$ cat src/rtl/idli_pkg.sv
// Shared types and helpers for the idli core's nibble-serial datapath.
package idli_pkg;

   localparam int NIBBLE_W = 4;

   typedef enum logic [3:0] {
      EX_ADD   = 4'd0,
      EX_SUB   = 4'd1,
      EX_AND   = 4'd2,
      EX_OR    = 4'd3,
      EX_XOR   = 4'd4,
      EX_ANDN  = 4'd5,
      EX_LSL   = 4'd6,
      EX_CMPEQ = 4'd8,
      EX_CMPLT = 4'd9
   } idli_ex_op_t;

   // True for ops that write a result back through the A port.
   function automatic logic writes(input logic [3:0] op);
      logic w;
      case (op)
         EX_ADD, EX_SUB, EX_AND, EX_OR, EX_XOR, EX_ANDN, EX_LSL: w = 1'b1;
         default:                                                w = 1'b0;
      endcase
      return w;
   endfunction

endpackage

$ cat src/rtl/idli_ex_nib_m.sv
// One-nibble combinational ALU slice; carry and shift bits are chained
// across beats by the sequencer in idli_ex_m.
module idli_ex_nib_m
   import idli_pkg::*;
(
   input  logic [3:0]          op_i,
   input  logic [NIBBLE_W-1:0] b_i,
   input  logic [NIBBLE_W-1:0] c_i,
   input  logic                cin_i,
   input  logic                sin_i,
   output logic [NIBBLE_W-1:0] res_o,
   output logic                cout_o
);

   logic [NIBBLE_W-1:0] c_opd_s;
   logic [NIBBLE_W:0]   sum_s;

   // Adder operand select (subtract and unsigned compare add the inverse) and op mux.
   always_comb begin
      c_opd_s = ((op_i == EX_SUB) || (op_i == EX_CMPLT)) ? ~c_i : c_i;
      sum_s   = {1'b0, b_i} + {1'b0, c_opd_s} + {{NIBBLE_W{1'b0}}, cin_i};
      res_o   = {NIBBLE_W{1'b0}};
      cout_o  = 1'b0;
      case (op_i)
         EX_ADD, EX_SUB, EX_CMPLT: begin
            res_o  = sum_s[NIBBLE_W-1:0];
            cout_o = sum_s[NIBBLE_W];
         end
         EX_AND:  res_o = b_i & c_i;
         EX_OR:   res_o = b_i | c_i;
         EX_XOR:  res_o = b_i ^ c_i;
         EX_ANDN: res_o = b_i & ~c_i;
         EX_LSL:  res_o = {b_i[NIBBLE_W-2:0], sin_i};
         default: begin
            res_o  = {NIBBLE_W{1'b0}};
            cout_o = 1'b0;
         end
      endcase
   end

endmodule

$ cat src/rtl/idli_ex_m.sv
// Nibble-serial execute unit: consumes B/C operand nibbles LSB first and
// returns result nibbles on the A write port in the same cycle.
module idli_ex_m
   import idli_pkg::*;
#(
   parameter int NIBBLES = 4
) (
   input  logic                i_ex_gck,
   input  logic                i_ex_rst_n,
   input  logic                i_ex_start,
   input  logic [3:0]          i_ex_op,
   input  logic [2:0]          i_ex_dst,
   input  logic [NIBBLE_W-1:0] i_ex_b_data,
   input  logic [NIBBLE_W-1:0] i_ex_c_data,
   output logic                o_ex_busy,
   output logic [2:0]          o_ex_a,
   output logic                o_ex_a_vld,
   output logic [NIBBLE_W-1:0] o_ex_a_data,
   output logic                o_ex_flag,
   output logic                o_ex_flag_vld
);

   localparam int                BEAT_W    = (NIBBLES > 1) ? $clog2(NIBBLES) : 1;
   localparam logic [BEAT_W-1:0] LAST_BEAT = BEAT_W'(NIBBLES - 1);

   logic              active_q, active_d;
   logic [BEAT_W-1:0] beat_q, beat_d;
   logic              carry_q, carry_d;
   logic              eq_q, eq_d;
   logic              sin_q, sin_d;
   logic [3:0]        op_q, op_d;
   logic [2:0]        dst_q, dst_d;
   logic              flag_q, flag_d;
   logic              flag_vld_q, flag_vld_d;

   logic                start_s, run_s, last_s;
   logic [3:0]          op_s;
   logic [2:0]          dst_s;
   logic                cin_s, sin_s, nib_eq_s, a_vld_s;
   logic [NIBBLE_W-1:0] res_s;
   logic                cout_s;

   // Beat 0 takes op/dst/carry/shift straight from the inputs; later beats use the latches.
   always_comb begin
      start_s  = i_ex_start & ~active_q;
      run_s    = start_s | active_q;
      last_s   = active_q & (beat_q == LAST_BEAT);
      op_s     = active_q ? op_q : i_ex_op;
      dst_s    = active_q ? dst_q : i_ex_dst;
      cin_s    = active_q ? carry_q : ((i_ex_op == EX_SUB) || (i_ex_op == EX_CMPLT));
      sin_s    = active_q ? sin_q : 1'b0;
      nib_eq_s = (i_ex_b_data == i_ex_c_data);
   end

   idli_ex_nib_m u_nib (
      .op_i   (op_s),
      .b_i    (i_ex_b_data),
      .c_i    (i_ex_c_data),
      .cin_i  (cin_s),
      .sin_i  (sin_s),
      .res_o  (res_s),
      .cout_o (cout_s)
   );

   // Sequencer and datapath state register.
   always_ff @(posedge i_ex_gck or negedge i_ex_rst_n) begin
      if (!i_ex_rst_n) begin
         active_q   <= 1'b0;
         beat_q     <= '0;
         carry_q    <= 1'b0;
         eq_q       <= 1'b1;
         sin_q      <= 1'b0;
         op_q       <= 4'd0;
         dst_q      <= 3'd0;
         flag_q     <= 1'b0;
         flag_vld_q <= 1'b0;
      end else begin
         active_q   <= active_d;
         beat_q     <= beat_d;
         carry_q    <= carry_d;
         eq_q       <= eq_d;
         sin_q      <= sin_d;
         op_q       <= op_d;
         dst_q      <= dst_d;
         flag_q     <= flag_d;
         flag_vld_q <= flag_vld_d;
      end
   end

   // Next-state: a start while busy is ignored; the last beat retires the op and resolves compares.
   always_comb begin
      active_d   = active_q;
      beat_d     = beat_q;
      carry_d    = carry_q;
      eq_d       = eq_q;
      sin_d      = sin_q;
      op_d       = op_q;
      dst_d      = dst_q;
      flag_d     = flag_q;
      flag_vld_d = 1'b0;
      if (start_s) begin
         active_d = (NIBBLES > 1);
         beat_d   = BEAT_W'(1);
         op_d     = i_ex_op;
         dst_d    = i_ex_dst;
         carry_d  = cout_s;
         sin_d    = i_ex_b_data[NIBBLE_W-1];
         eq_d     = nib_eq_s;
      end else if (active_q) begin
         carry_d = cout_s;
         sin_d   = i_ex_b_data[NIBBLE_W-1];
         eq_d    = eq_q & nib_eq_s;
         if (last_s) begin
            active_d = 1'b0;
            beat_d   = '0;
            if (op_q == EX_CMPEQ) begin
               flag_d     = eq_q & nib_eq_s;
               flag_vld_d = 1'b1;
            end else if (op_q == EX_CMPLT) begin
               flag_d     = ~cout_s;
               flag_vld_d = 1'b1;
            end else begin
               flag_d     = flag_q;
               flag_vld_d = 1'b0;
            end
         end else begin
            beat_d = beat_q + BEAT_W'(1);
         end
      end else begin
         flag_vld_d = 1'b0;
      end
   end

   // Outputs: the write port is combinational so the register file captures it this edge.
   always_comb begin
      a_vld_s       = run_s & writes(op_s) & (dst_s != 3'd0);
      o_ex_busy     = active_q;
      o_ex_a_vld    = a_vld_s;
      o_ex_a        = a_vld_s ? dst_s : 3'd0;
      o_ex_a_data   = run_s ? res_s : {NIBBLE_W{1'b0}};
      o_ex_flag     = flag_q;
      o_ex_flag_vld = flag_vld_q;
   end

endmodule
$ cat config.mk
export PLATFORM = sky130hd
export DESIGN_NAME = idli_ex_m
export DESIGN_NICKNAME = d
export VERILOG_FILES = /design/src/rtl/idli_pkg.sv /design/src/rtl/idli_ex_nib_m.sv /design/src/rtl/idli_ex_m.sv
export SDC_FILE = /design/constraint.sdc
export NUM_CORES = 1
export LEC_CHECK = 0
export CAP_MARGIN = 30
export CORE_ASPECT_RATIO = 1.1
export CORE_MARGIN = 2
export CORE_UTILIZATION = 51
export CTS_BUF_LIST = sky130_fd_sc_hd__clkbuf_8 sky130_fd_sc_hd__clkbuf_16
export DETAILED_ROUTE_END_ITERATION = 8
export HOLD_SLACK_MARGIN = 0.1
export PLACE_DENSITY_LB_ADDON = 0.12
export SYNTH_ARGS = -nofsm -noshare
export SYNTH_HDL_FRONTEND = slang
export SYNTH_HIERARCHICAL = 1
export SYNTH_SLANG_ARGS = --single-unit
$ cat constraint.sdc
create_clock -name i_ex_gck -period 5.49 [get_ports i_ex_gck]
set_input_delay 1.098 -clock i_ex_gck [delete_from_list [all_inputs] [get_ports i_ex_gck]]
set_output_delay 1.098 -clock i_ex_gck [all_outputs]
set_load 0.01 [all_outputs]
==> results of run 1 <==
[logic make-up (layout without fill, tap and decap cells)]
kind of cell    after synthesis  count (layout)  share of synthesized area [%]
simple gates                 50              50                           21.8
mux                          12              12                           9.65
buf+inv                      19              52                           5.70
compound gates               35              35                           18.5
fa+ha+maj                    10              10                           10.3
xor+xnor                     10              10                           6.43
flops                        15              15                           27.7
[flip-flops by register name, summed over array words and instances, names as in the netlist]
register,count
op_q,4
carry_q,1
sin_q,1
o_ex_busy,1
dst_q,3
beat_q,2
o_ex_flag,1
eq_q,1
o_ex_flag_vld,1
[area by class of cell]
type / instances / area (µm²) / area share (%)
timing repair buffer: 32 / 310 / 17.8
clock inverter: 1 / 7.51 / 0.431
multi-input combinational: 117 / 907 / 52.1
clock buffer: 3 / 41.3 / 2.37
tap: 31 / 38.8 / 2.23
sequential: 15 / 377 / 21.6
inverter: 16 / 60.1 / 3.45
[repair_timing]
action                     4_1_cts  5_1_grt
setup endpoints to repair        0        2
setup buffers                    0        2
gates resized for setup          0        1
[cells in the mapped netlist, types with 2 or more instances]
cell,count
xor2_1,5
a22oi_1,2
nand2b_1,2
o21ai_0,5
nor2_1,14
nand2_1,13
buf_2,2
xnor2_1,5
ha_1,8
and2b_1,2
o221ai_1,3
a21oi_1,11
nor3b_2,2
dfrtp_1,14
mux2_2,9
fa_1,2
inv_1,15
mux2i_1,3
a2bb2oi_1,3
nor2b_1,5
o221ai_2,2
[routing by layer]
| layer | wire length [µm] | share of wire (%) |
|---|---|---|
| met1 | 1280 | 39 |
| met2 | 1720 | 53 |
| met3 | 147 | 4.5 |
| met4 | 121 | 3.7 |
| met5 | 0 | 0 |
[power groups by stage]
stage               Combinational, W  Clock (W)  Sequential [W]
finish                      0.000724  0.0000909        0.000205
global route                0.000785   0.000102        0.000211
CTS                         0.000716  0.0000932        0.000204
detailed placement          0.000709          0        0.000205
global placement            0.000695          0        0.000202
floorplan                   0.000484          0        0.000191
[metrics by stage]
stage	instances	hold WS [ns]
after global routing	215	0.522
after detailed placement	209	0.480
after floorplan	151	0.450
after global placement	209	0.475
after CTS	213	0.495
final	215	0.491
[path summary, 6_finish.rpt]
kind / startpoint / to / slack [ns] / cells past startpoint
worst max-delay path: i_ex_op[2] / o_ex_a_data[1] / 0.17 / 12
worst min-delay path: carry_q / carry_q / 0.49 / 2
worst max register to register: o_ex_busy / o_ex_flag / 2.37 / 13
worst min register to register: carry_q / carry_q / 0.49 / 2
max in group asynchronous: i_ex_rst_n / op_q[3] / 3.80 / 1
min in group asynchronous: i_ex_rst_n / o_ex_flag / 1.26 / 1
[worst min-delay path, stage by stage, from the launching register on]
cell,delay [ns]
dfrtp_1,0.35
nand2_1,0.05
o21ai_0,0.06
==> results.json, run 1 <==
{
  "status": "completed",
  "drt_first_iter_violations": 15,
  "fin_area_um2": 1740,
  "crit_fanout": 5,
  "synth.avg_cell_area_um2": 9.02,
  "grt_overflow": 0,
  "power_frac_clock_pct": 8.9,
  "min_period_ns": 5.32,
  "die_h_um": 58.2,
  "crit_slowest_cell": "clkdlybuf4s50_1",
  "grt_pass1_wl_um": 5240,
  "grt_max_degree": 16,
  "mostFrequentLayoutCells": "clkdlybuf4s50_1, inv_1, nor2_1, dfrtp_1, nand2_1",
  "p_sw_w": 0.000436,
  "power_density_nw_per_um2": 586,
  "rsz0062_at_grt": "no",
  "grt_use_total_pct": 23.3,
  "fin_util_pct": 69.1,
  "routedWlPerCell_um": 15.2,
  "num_rows": 19,
  "die_area_um2": 3100,
  "wl_um": 3270,
  "cts-buffers-inserted": 3,
  "cts_tree": "built",
  "dp_hpwl_um": 2610,
  "place_area_um2": 1680,
  "drc_errors": 0,
  "switching_share_pct": 42.7,
  "final_common_cell": "clkdlybuf4s50_1",
  "port_buffers": 28,
  "grt.busiest_layer": "met2",
  "initial_utilization_pct": 54.0,
  "cp-start-kind": "input pin",
  "area_growth_syn_to_layout_pct": 27.9,
  "skew_ns": 0.00241,
  "clockBufferDepth": 2,
  "die_w_um": 53.3,
  "synth.distinct_cells": 45,
  "path_class": "in2out",
  "cap_violations": 0,
  "max_stage_delay_ns": 0.54,
  "antennaDiodeCount": 0,
  "cp-end-kind": "primary output",
  "drtAntennaViolNets": 0,
  "use_met3_pct": 4.12,
  "via_count": 1254,
  "final_max_slew_viol_count": 0,
  "power_w": 0.00102,
  "htreeDepth": 1,
  "critical_path_arrival_ns": 4.22,
  "grtUsageMet2_pct": 41.8,
  "setup_viol": 0,
  "yosysSeqAreaShare_pct": 27.7,
  "vdd_drop_max_v": 0.000466,
  "max_freq_mhz": 188,
  "p_seq_share_pct": 20.1,
  "crit_path_cell_trace": "clkdlybuf4s50_1 > mux2_2 > nand2b_2 > nor2_4 > xnor2_1 > fa_1 > inv_1 > fa_1 > a2bb2oi_1 > o221ai_1 > nor2b_1 > clkdlybuf4s50_1",
  "clk_latency_ns": 0.25,
  "syn_nets": 179,
  "hold_viol": 0,
  "synthArstFlopShare_pct": 100,
  "worst_pin_slew_ns": 0.676,
  "pwr-share-comb_pct": 71.0,
  "ctsHoldBuffers": 0,
  "pre_cts_slack_ns": 0.146,
  "internal_power_w": 0.000585,
  "timing.setup.tns_ns": 0,
  "synth_warnings": 6,
  "p_leak_nw": 0.766,
  "io_pins": 29,
  "worstHoldPathType": "reg2reg",
  "timing.final.crit_share_pct": 96.9,
  "layout.nets": 213,
  "clk_pin_slew_ns": 0.06,
  "yosys-top-cells-area": "dfrtp_1, mux2_2, ha_1, inv_1, a21oi_1",
  "grt_pass1_vias": 1212,
  "core_um2": 2520,
  "finalWorstSetupSlack_ns": 0.171,
  "viasPerCell": 5.83,
  "dr.pass1.iters": 4,
  "synth_edf_count": 0,
  "met1_usage_pct": 24.1,
  "gp_congestion": 1.01,
  "ys_ff_latch": 15,
  "synthCells": 151,
  "yosys.area.top_type": "dfrtp_1",
  "clock-sinks": 15,
  "maxSlewHeadroom_pct": 54.8,
  "cp_top_family": "buffers and inverters",
  "cts-root-buf": "clkbuf_8",
  "syn_area_um2": 1360,
  "drive_gt1_share_pct": 15.8,
  "fillers": 202,
  "critical_path_buf_inv_count": 3,
  "cp_data_required_time_ns": 4.39,
  "synth_ff_type": "dfrtp_1",
  "antenna_found_initial": 0,
  "synth_top_area_share_pct": 25.7
}
No activity file was read; power rests on OpenSTA's default activity.
==> inputs of run 2 (changes only) <==
CAP_MARGIN = unset   (was 30)
CORE_MARGIN = unset   (was 2)
CORE_UTILIZATION = 55   (was 51)
DONT_BUFFER_PORTS = 1   (was unset)
==> run 2 against run 1 <==
  * First-iteration DRC count is 27% higher
  * Worst hold slack worse by 0.0052 ns
  * Final cell count fell by 15%
  * Power is 15% lower
  * Maximum frequency grew 15%
  * Clock-buffer cell count did not move
  * Register-to-register slack worse by 0.32 ns
  * Die area shrank 14%
  * Sequential share of layout area increased by 4.6 points
  * Worst setup slack better by 0.68 ns
  * Clock power shrank 3.4%
  * Largest cell class unchanged
  * Highest routed layer unchanged
==> results.json, run 2 (synthesis results as in run 1) <==
{
  "worst_pin_slew_ns": 0.841,
  "via_count": 1092,
  "clk_latency_ns": 0.24,
  "place_area_um2": 1390,
  "rsz0062_at_grt": "no",
  "rrSetupSlack_ns": 2.05,
  "power_w": 0.000864,
  "maxSlewHeadroom_pct": 43.9,
  "dpl.cell_count": 179,
  "cts-root-buf": "clkbuf_8",
  "critical_path.reg2reg.startpoint": "o_ex_busy",
  "grt_pass1_vias": 1036,
  "final_common_cell": "inv_1",
  "drc_errors": 0,
  "wl_um": 2880,
  "drive_gt1_share_pct": 17.0,
  "cts_tree": "built",
  "worstRegToRegCells": 13,
  "post_cts_buffers": 0,
  "layoutNonFillerInstCount": 183,
  "port_buffers": 0,
  "cts-buffers-inserted": 3,
  "io_pins": 29,
  "vdd_drop_max_v": 0.000338,
  "cp-start-kind": "flop",
  "largest-register": "op_q",
  "clockBufferDepth": 2,
  "hold_depth": 2,
  "pre_cts_slack_ns": 1.08,
  "largest_reg_flops": 4,
  "grt_pass1_wl_um": 4530,
  "max_freq_mhz": 216,
  "hold_viol": 0,
  "area_growth_syn_to_layout_pct": 5.42,
  "routedWlPerCell_um": 15.7,
  "die_area_um2": 2680,
  "timing.setup.tns_ns": 0,
  "die_h_um": 54.2,
  "antennaDiodeCount": 0,
  "skew_ns": 0.00397,
  "min_period_ns": 4.63,
  "cp_data_required_time_ns": 4.39,
  "setup_viol": 0,
  "p_leak_nw": 0.648,
  "path_class": "reg2out",
  "wl_met3_um": 165,
  "largestRegisters": "op_q x4, dst_q x3, beat_q x2",
  "initial_utilization_pct": 59.3,
  "num_rows": 18,
  "r2r_end": "o_ex_flag",
  "core_um2": 2300,
  "drtAntennaViolNets": 0,
  "power_density_nw_per_um2": 602,
  "antenna_found_initial": 0,
  "clock-sinks": 15,
  "final_max_slew_viol_count": 0,
  "timing.final.crit_share_pct": 84.4,
  "dr.pass1.iters": 4,
  "grt_max_degree": 26,
  "fin_area_um2": 1440,
  "crit_fanout": 25,
  "grt_overflow": 0,
  "hold_start": "carry_q",
  "mostFrequentLayoutCells": "inv_1, nor2_1, dfrtp_1, nand2_1, a21oi_1",
  "cp-end-kind": "primary output",
  "grt_use_total_pct": 23.0,
  "viasPerCell": 5.97,
  "wl_met1_um": 1170,
  "dr.max_layer_used": "met4",
  "layout.nets": 182,
  "cap_violations": 0,
  "drt_first_iter_violations": 19,
  "wl_met2_um": 1470,
  "die_w_um": 49.4,
  "dp_hpwl_um": 2320,
  "status": "completed",
  "gp_congestion": 0.901,
  "min_to": "carry_q",
  "post_cts_resized": 0,
  "critical_path_arrival_ns": 3.54,
  "worstHoldPathType": "reg2reg",
  "htreeDepth": 1,
  "clk_pin_slew_ns": 0.06,
  "ctsHoldBuffers": 0,
  "finalWorstSetupSlack_ns": 0.855
}
## run 2: report_power, final
group | total, W | internal (W) | switching [W]
logic | 0.000555 | 0.000257 | 0.000299
clock network | 0.0000878 | 0.0000501 | 0.0000376
registers | 0.000221 | 0.000157 | 0.0000636
total | 0.000864 | 0.000464 | 0.000400
## run 2: through the flow
step                      util [%]  hold slack (ns)
after global routing          62.5            0.519
final                         62.5            0.486
after global placement        60.5            0.472
after floorplan                  -            0.450
after detailed placement      60.5            0.480
after CTS                     62.5            0.494
## run 2: how the worst max path moves through the flow
stage | to | startpoint | depth (start not counted) | slack [ns]
6_report | o_ex_a_data[1] | o_ex_busy | 10 | 0.86
5_1_grt | o_ex_a_data[1] | o_ex_busy | 10 | 0.69
4_1_cts | o_ex_a_data[1] | o_ex_busy | 10 | 0.86
3_5_place_dp | o_ex_a_data[1] | i_ex_op[2] | 10 | 1.08
3_3_place_gp | o_ex_a_data[1] | i_ex_op[2] | 10 | 1.18
2_1_floorplan | o_ex_a_data[1] | i_ex_op[0] | 11 | 0.91
## run 2: critical path: stages (launching register included)
cell,delay [ns]
dfrtp_1,0.89
mux2_2,0.46
nand2b_2,0.25
nor2_4,0.17
xnor2_1,0.12
fa_1,0.40
inv_1,0.08
fa_1,0.40
a2bb2oi_1,0.16
o221ai_1,0.08
nor2b_1,0.26
## run 2: layer usage
metal	vias to the layer above	track usage [%]
li1	536	-
met1	512	25.0
met2	35	41.6
met3	9	6.78
met4	0	11.4
met5	-	0
## run 2: final cells by class
type / count / area [µm²]
tap: 30 / 37.5
inverter: 16 / 60.1
sequential: 15 / 377
timing repair buffer: 1 / 7.51
clock inverter: 1 / 5.00
fill: 207 / 862
multi-input combinational: 117 / 907
clock buffer: 3 / 41.3
==> inputs of run 3 (changes only) <==
clock period = 4 ns   (was 5.49 ns; I/O delays follow)
==> run 3 against run 2 <==
  * Final cell count rose by 1.1%
  * Worst setup slack worse by 0.63 ns
  * Utilization up 0.71 points
  * Worst hold slack lost 0.24 ns
  * Clock power increased by 40%
  * Largest cell class unchanged
==> results.json, run 3 (synthesis results as in run 1) <==
{
  "post_cts_resized": 0,
  "cts_tree": "built",
  "clock-sinks": 15,
  "critical_path.reg2reg.startpoint": "o_ex_busy",
  "post_cts_buffers": 0,
  "grt_pass1_vias": 1071,
  "crit_fanout": 11,
  "switching_share_pct": 46.0,
  "layout.nets": 184,
  "timing.final.crit_share_pct": 94.4,
  "die_area_um2": 2680,
  "port_buffers": 0,
  "dr.pass1.iters": 4,
  "drive_gt1_share_pct": 18.7,
  "gp_congestion": 0.880,
  "drt_first_iter_violations": 14,
  "rsz0062_at_grt": "no",
  "mostFrequentLayoutCells": "inv_1, nor2_1, nand2_1, dfrtp_1, a21oi_1",
  "worstHoldPathType": "in2async",
  "core_um2": 2300,
  "ctsHoldBuffers": 0,
  "skew_ns": 0.00235,
  "io_pins": 29,
  "vdd_drop_max_v": 0.000447,
  "clk_latency_ns": 0.25,
  "pwr-share-comb_pct": 66.7,
  "max_freq_mhz": 265,
  "clockBufferDepth": 2,
  "clk_pin_slew_ns": 0.06,
  "area_growth_syn_to_layout_pct": 6.62,
  "cp-start-kind": "flop",
  "worst_pin_slew_ns": 0.513,
  "setup_viol": 0,
  "antennaDiodeCount": 0,
  "fin_util_pct": 63.2,
  "via_count": 1093,
  "num_rows": 18,
  "path_class": "reg2out",
  "place_area_um2": 1400,
  "cap_violations": 0,
  "rrSetupSlack_ns": 1.10,
  "min_period_ns": 3.77,
  "initial_utilization_pct": 59.3,
  "status": "completed",
  "r2r_end": "o_ex_flag",
  "die_w_um": 49.4,
  "p_sw_w": 0.000554,
  "cp_data_required_time_ns": 3.20,
  "antenna_found_initial": 0,
  "largest-register": "op_q",
  "startpoint": "o_ex_busy",
  "worstRegToRegCells": 14,
  "final_common_cell": "inv_1",
  "maxSlewHeadroom_pct": 65.3,
  "fin_area_um2": 1450,
  "grt_overflow": 0,
  "power_frac_clock_pct": 10.3,
  "wl_um": 2930,
  "routedWlPerCell_um": 15.8,
  "htreeDepth": 1,
  "hold_viol": 0,
  "power_w": 0.00120,
  "p_leak_nw": 0.657,
  "drc_errors": 0,
  "viasPerCell": 5.91,
  "cts-root-buf": "clkbuf_8",
  "timing.setup.tns_ns": 0,
  "largestRegisters": "op_q x4, dst_q x3, beat_q x2",
  "drtAntennaViolNets": 0,
  "largest_reg_flops": 4,
  "grt_use_total_pct": 23.5,
  "dp_hpwl_um": 2330,
  "internal_power_w": 0.000650,
  "p_seq_share_pct": 23.0,
  "power_density_nw_per_um2": 829,
  "die_h_um": 54.2,
  "critical_path_arrival_ns": 2.97,
  "cp-end-kind": "primary output",
  "grt_max_degree": 16,
  "grt_pass1_wl_um": 4700,
  "final_max_slew_viol_count": 0,
  "cts-buffers-inserted": 3
}
==> run 3: cell types whose count changed in the layout (fill, tap and decap cells not counted), sizes merged <==
cell  previous run  this run
buf              1         3
==> run 3: cell type report <==
cell class / count / area [µm²]
Clock buffer: 3 / 41.3
Inverter: 16 / 60.1
Timing Repair Buffer: 3 / 22.5
Fill cell: 210 / 846
Tap cell: 30 / 37.5
Sequential cell: 15 / 378
Multi-Input combinational cell: 117 / 907
Clock inverter: 1 / 5.00
==> run 3: worst max-delay path: stages (launching register included) <==
cell and delay, ns:
dfrtp_2 0.45, buf_4 0.21, nand2b_1 0.17, nand2_1 0.22, nor2_4 0.24, xnor2_1 0.10, fa_1 0.38, inv_1 0.08
fa_1 0.41, a2bb2oi_1 0.16, o221ai_1 0.07, nor2b_1 0.25
==> run 3: power by group through the flow <==
| stage | Clock, W | Sequential [W] | Combinational [W] |
|---|---|---|---|
| after floorplan | 0 | 0.000262 | 0.000665 |
| after global placement | 0 | 0.000275 | 0.000781 |
| after detailed placement | 0 | 0.000278 | 0.000799 |
| after CTS | 0.000124 | 0.000276 | 0.000804 |
| after global routing | 0.000128 | 0.000286 | 0.000883 |
| final | 0.000123 | 0.000277 | 0.000803 |
==> run 3: per-layer routing <==
| metal | up-vias | track usage, % | routed length, µm | share of wire [%] |
|---|---|---|---|---|
| met2 | 31 | 41.6 | 1470 | 50 |
| met4 | 0 | 12.4 | 70 | 2.4 |
| met5 | - | 0 | 0 | 0 |
| met1 | 512 | 27.9 | 1260 | 43 |
| li1 | 540 | - | - | - |
| met3 | 10 | 3.67 | 130 | 4.4 |
==> run 3: worst max-delay path by stage <==
stage	slack, ns	end	cells past startpoint
after floorplan	0.01	o_ex_a_data[1]	11
after global placement	0.28	o_ex_a_data[1]	10
after detailed placement	0.24	o_ex_a_data[1]	10
after CTS	0.14	o_ex_a_data[1]	11
after global routing	0.06	o_ex_a_data[2]	12
final	0.23	o_ex_a_data[1]	11
==> run 3: per-stage QoR <==
stage	setup WS (ns)	cells	hold WS (ns)
5_1_grt	0.0577	185	0.234
6_report	0.226	185	0.242
3_5_place_dp	0.242	181	0.489
3_3_place_gp	0.284	181	0.479
4_1_cts	0.136	185	0.239
2_1_floorplan	0.0149	151	0.450
==> RTL change (config.mk and constraints of run 3) <==
`op_q` no longer has a reset.
--- a/src/rtl/idli_ex_m.sv
+++ b/src/rtl/idli_ex_m.sv
@@ -71,5 +71,4 @@
          eq_q       <= 1'b1;
          sin_q      <= 1'b0;
-         op_q       <= 4'd0;
          dst_q      <= 3'd0;
          flag_q     <= 1'b0;
@@ -81,9 +80,12 @@
          eq_q       <= eq_d;
          sin_q      <= sin_d;
-         op_q       <= op_d;
          dst_q      <= dst_d;
          flag_q     <= flag_d;
          flag_vld_q <= flag_vld_d;
       end
+   end
+
+   always_ff @(posedge i_ex_gck) begin
+      op_q <= op_d;
    end
 
Behaviour: same outputs for any inputs over 10 cycles, from zero or initial values and one cycle with i_ex_rst_n low; that may be too few to reach the edited logic, so the function may still have changed.
==> RTL change against run 3 <==
- sequential cell count is the same
- synthesized area shrank 1.8%
- critical path depth shrank 1
- final area shrank 2.5%
- wire length shrank 4.5%
- synthesized cell count is the same
- worst setup slack lost 0.0025 ns
- worst hold slack gained 0.0012 ns
- power shrank 27%
==> RTL change: results (changes against run 3) <==
stage,metric,value,unit,change
critical_path,r2r_setup_slack,1.11,ns,
drt,wl_met2,1.19,mm,-19%
critical_path,critical_path.top_delay_family,adder cells,,
global_route,grt_use_total,0.230,,-0.00440
clock_network,htreeDepth,1,,unchanged
cells_and_area,stdcell_count,184,,-0.54%
yosys,async_flop_share,0.733,,-0.267
yosys,synthDistinctLibCells,44,,-2.2%
power,ir_worst_vdd,428,uV,-4.4%
global_route,grt_pass1_wl,4.55,mm,-3.1%
sta,fin_worst_skew,0.000389,ns,-0.00197 ns
critical_path,slowest_stage,fa_1,,
yosys,synth_fa_ha_area_frac,0.105,,+0.00193
yosys,synthTopCellsByCount,"nand2_1, inv_1, nor2_1, a21oi_1, dfrtp_1",,
run_status,outcome,finished clean,,
placement,io_buffer_count,0,,unchanged
yosys,synth_compound_area_frac,0.178,,-0.00684
power,powerSeq,0.000246,W,-11%
drt,dr.max_layer_used,met3,,
clock_network,path_clk_slew,0.06,ns,about the same
power,p_clk_frac,0.139,,+0.036
drt,wl_met1,1.42,mm,+13%
yosys,synthXorXnorAreaFrac,0.0655,,+0.00120
placement,hpwlAfterDp,2.16,mm,-7.4%
global_route,grt_pass1_vias,977,,-8.8%
cells_and_area,drive_above_1_share,0.169,,-0.0183
critical_path,startpoint,i_ex_op[2],,
clock_network,clock_path_buffers,2,,unchanged
sta,whs,0.243,ns,+0.00117 ns
yosys,ys_seq_area_frac,0.297,,+0.0202
global_route,gr-usage-met1,0.334,,+0.0554
yosys,synthMuxAreaShare,0.0562,,-0.0403
yosys,synth_edf_count,4,,+4
global_route,met3_usage,0.0480,,+0.0113
cells_and_area,num_antenna_cells,0,,unchanged
drt,num_vias,1081,,-1.1%
power,power.share.switching,0.435,,-0.0253
placement,gp_congestion,0.926,,+5.3%
power,power_leakage,0.627,nW,-4.5%
critical_path,worst-path-max-fanout,5,,-6
critical_path,cp_data_arrival_time,2.98,ns,about the same
global_route,globalRouteMet2Util,0.359,,-0.0567
yosys,synth.area.top_cells,"dfrtp_1, edfxtp_1, ha_1, nand2_1, a21oi_1",,
sta,max_slew_margin,0.713,,+0.0597
drt,avgRoutedWirePerCell,15.2,um,-4.0%
critical_path,rr_worst_depth,13,,-1
drt,routed-wl-met3,185,um,+42%
cells_and_area,fill_cells,205,,-2.4%
critical_path,slowest_delay,0.41,ns,-0.04 ns
RTL change: changes by cell type after synthesis, moves of 2 or more:
| cell | run 3 | this run |
|---|---|---|
| dfrtp_1 | 14 | 10 |
| edfxtp_1 | 0 | 4 |
| mux2_2 | 9 | 4 |
| nand2_1 | 13 | 22 |
| nand2b_1 | 2 | 0 |
RTL change: final cells by class:
cell class | count | area, sq um | share of cell area
clock buffers | 3 | 41.3 | 0.0292
clock inverters | 1 | 5.00 | 0.00354
inverters | 16 | 60.1 | 0.0424
multi-input cells | 118 | 866 | 0.612
flip-flops and latches | 15 | 398 | 0.281
well taps | 30 | 37.5 | 0.0265
repair buffers | 1 | 7.51 | 0.00531
RTL change: per-stage QoR:
step,setup WS (ns),area [sq um]
after global routing,0.0292,1420
after floorplan,0.360,1340
final,0.223,1420
after CTS,0.166,1410
after global placement,0.288,1370
after detailed placement,0.230,1370
RTL change: what timing repair did:
action,4_1_cts,5_1_grt
hold buffers,0,0
setup endpoints to repair,0,2
gates resized for setup,0,2
hold endpoints to repair,0,0
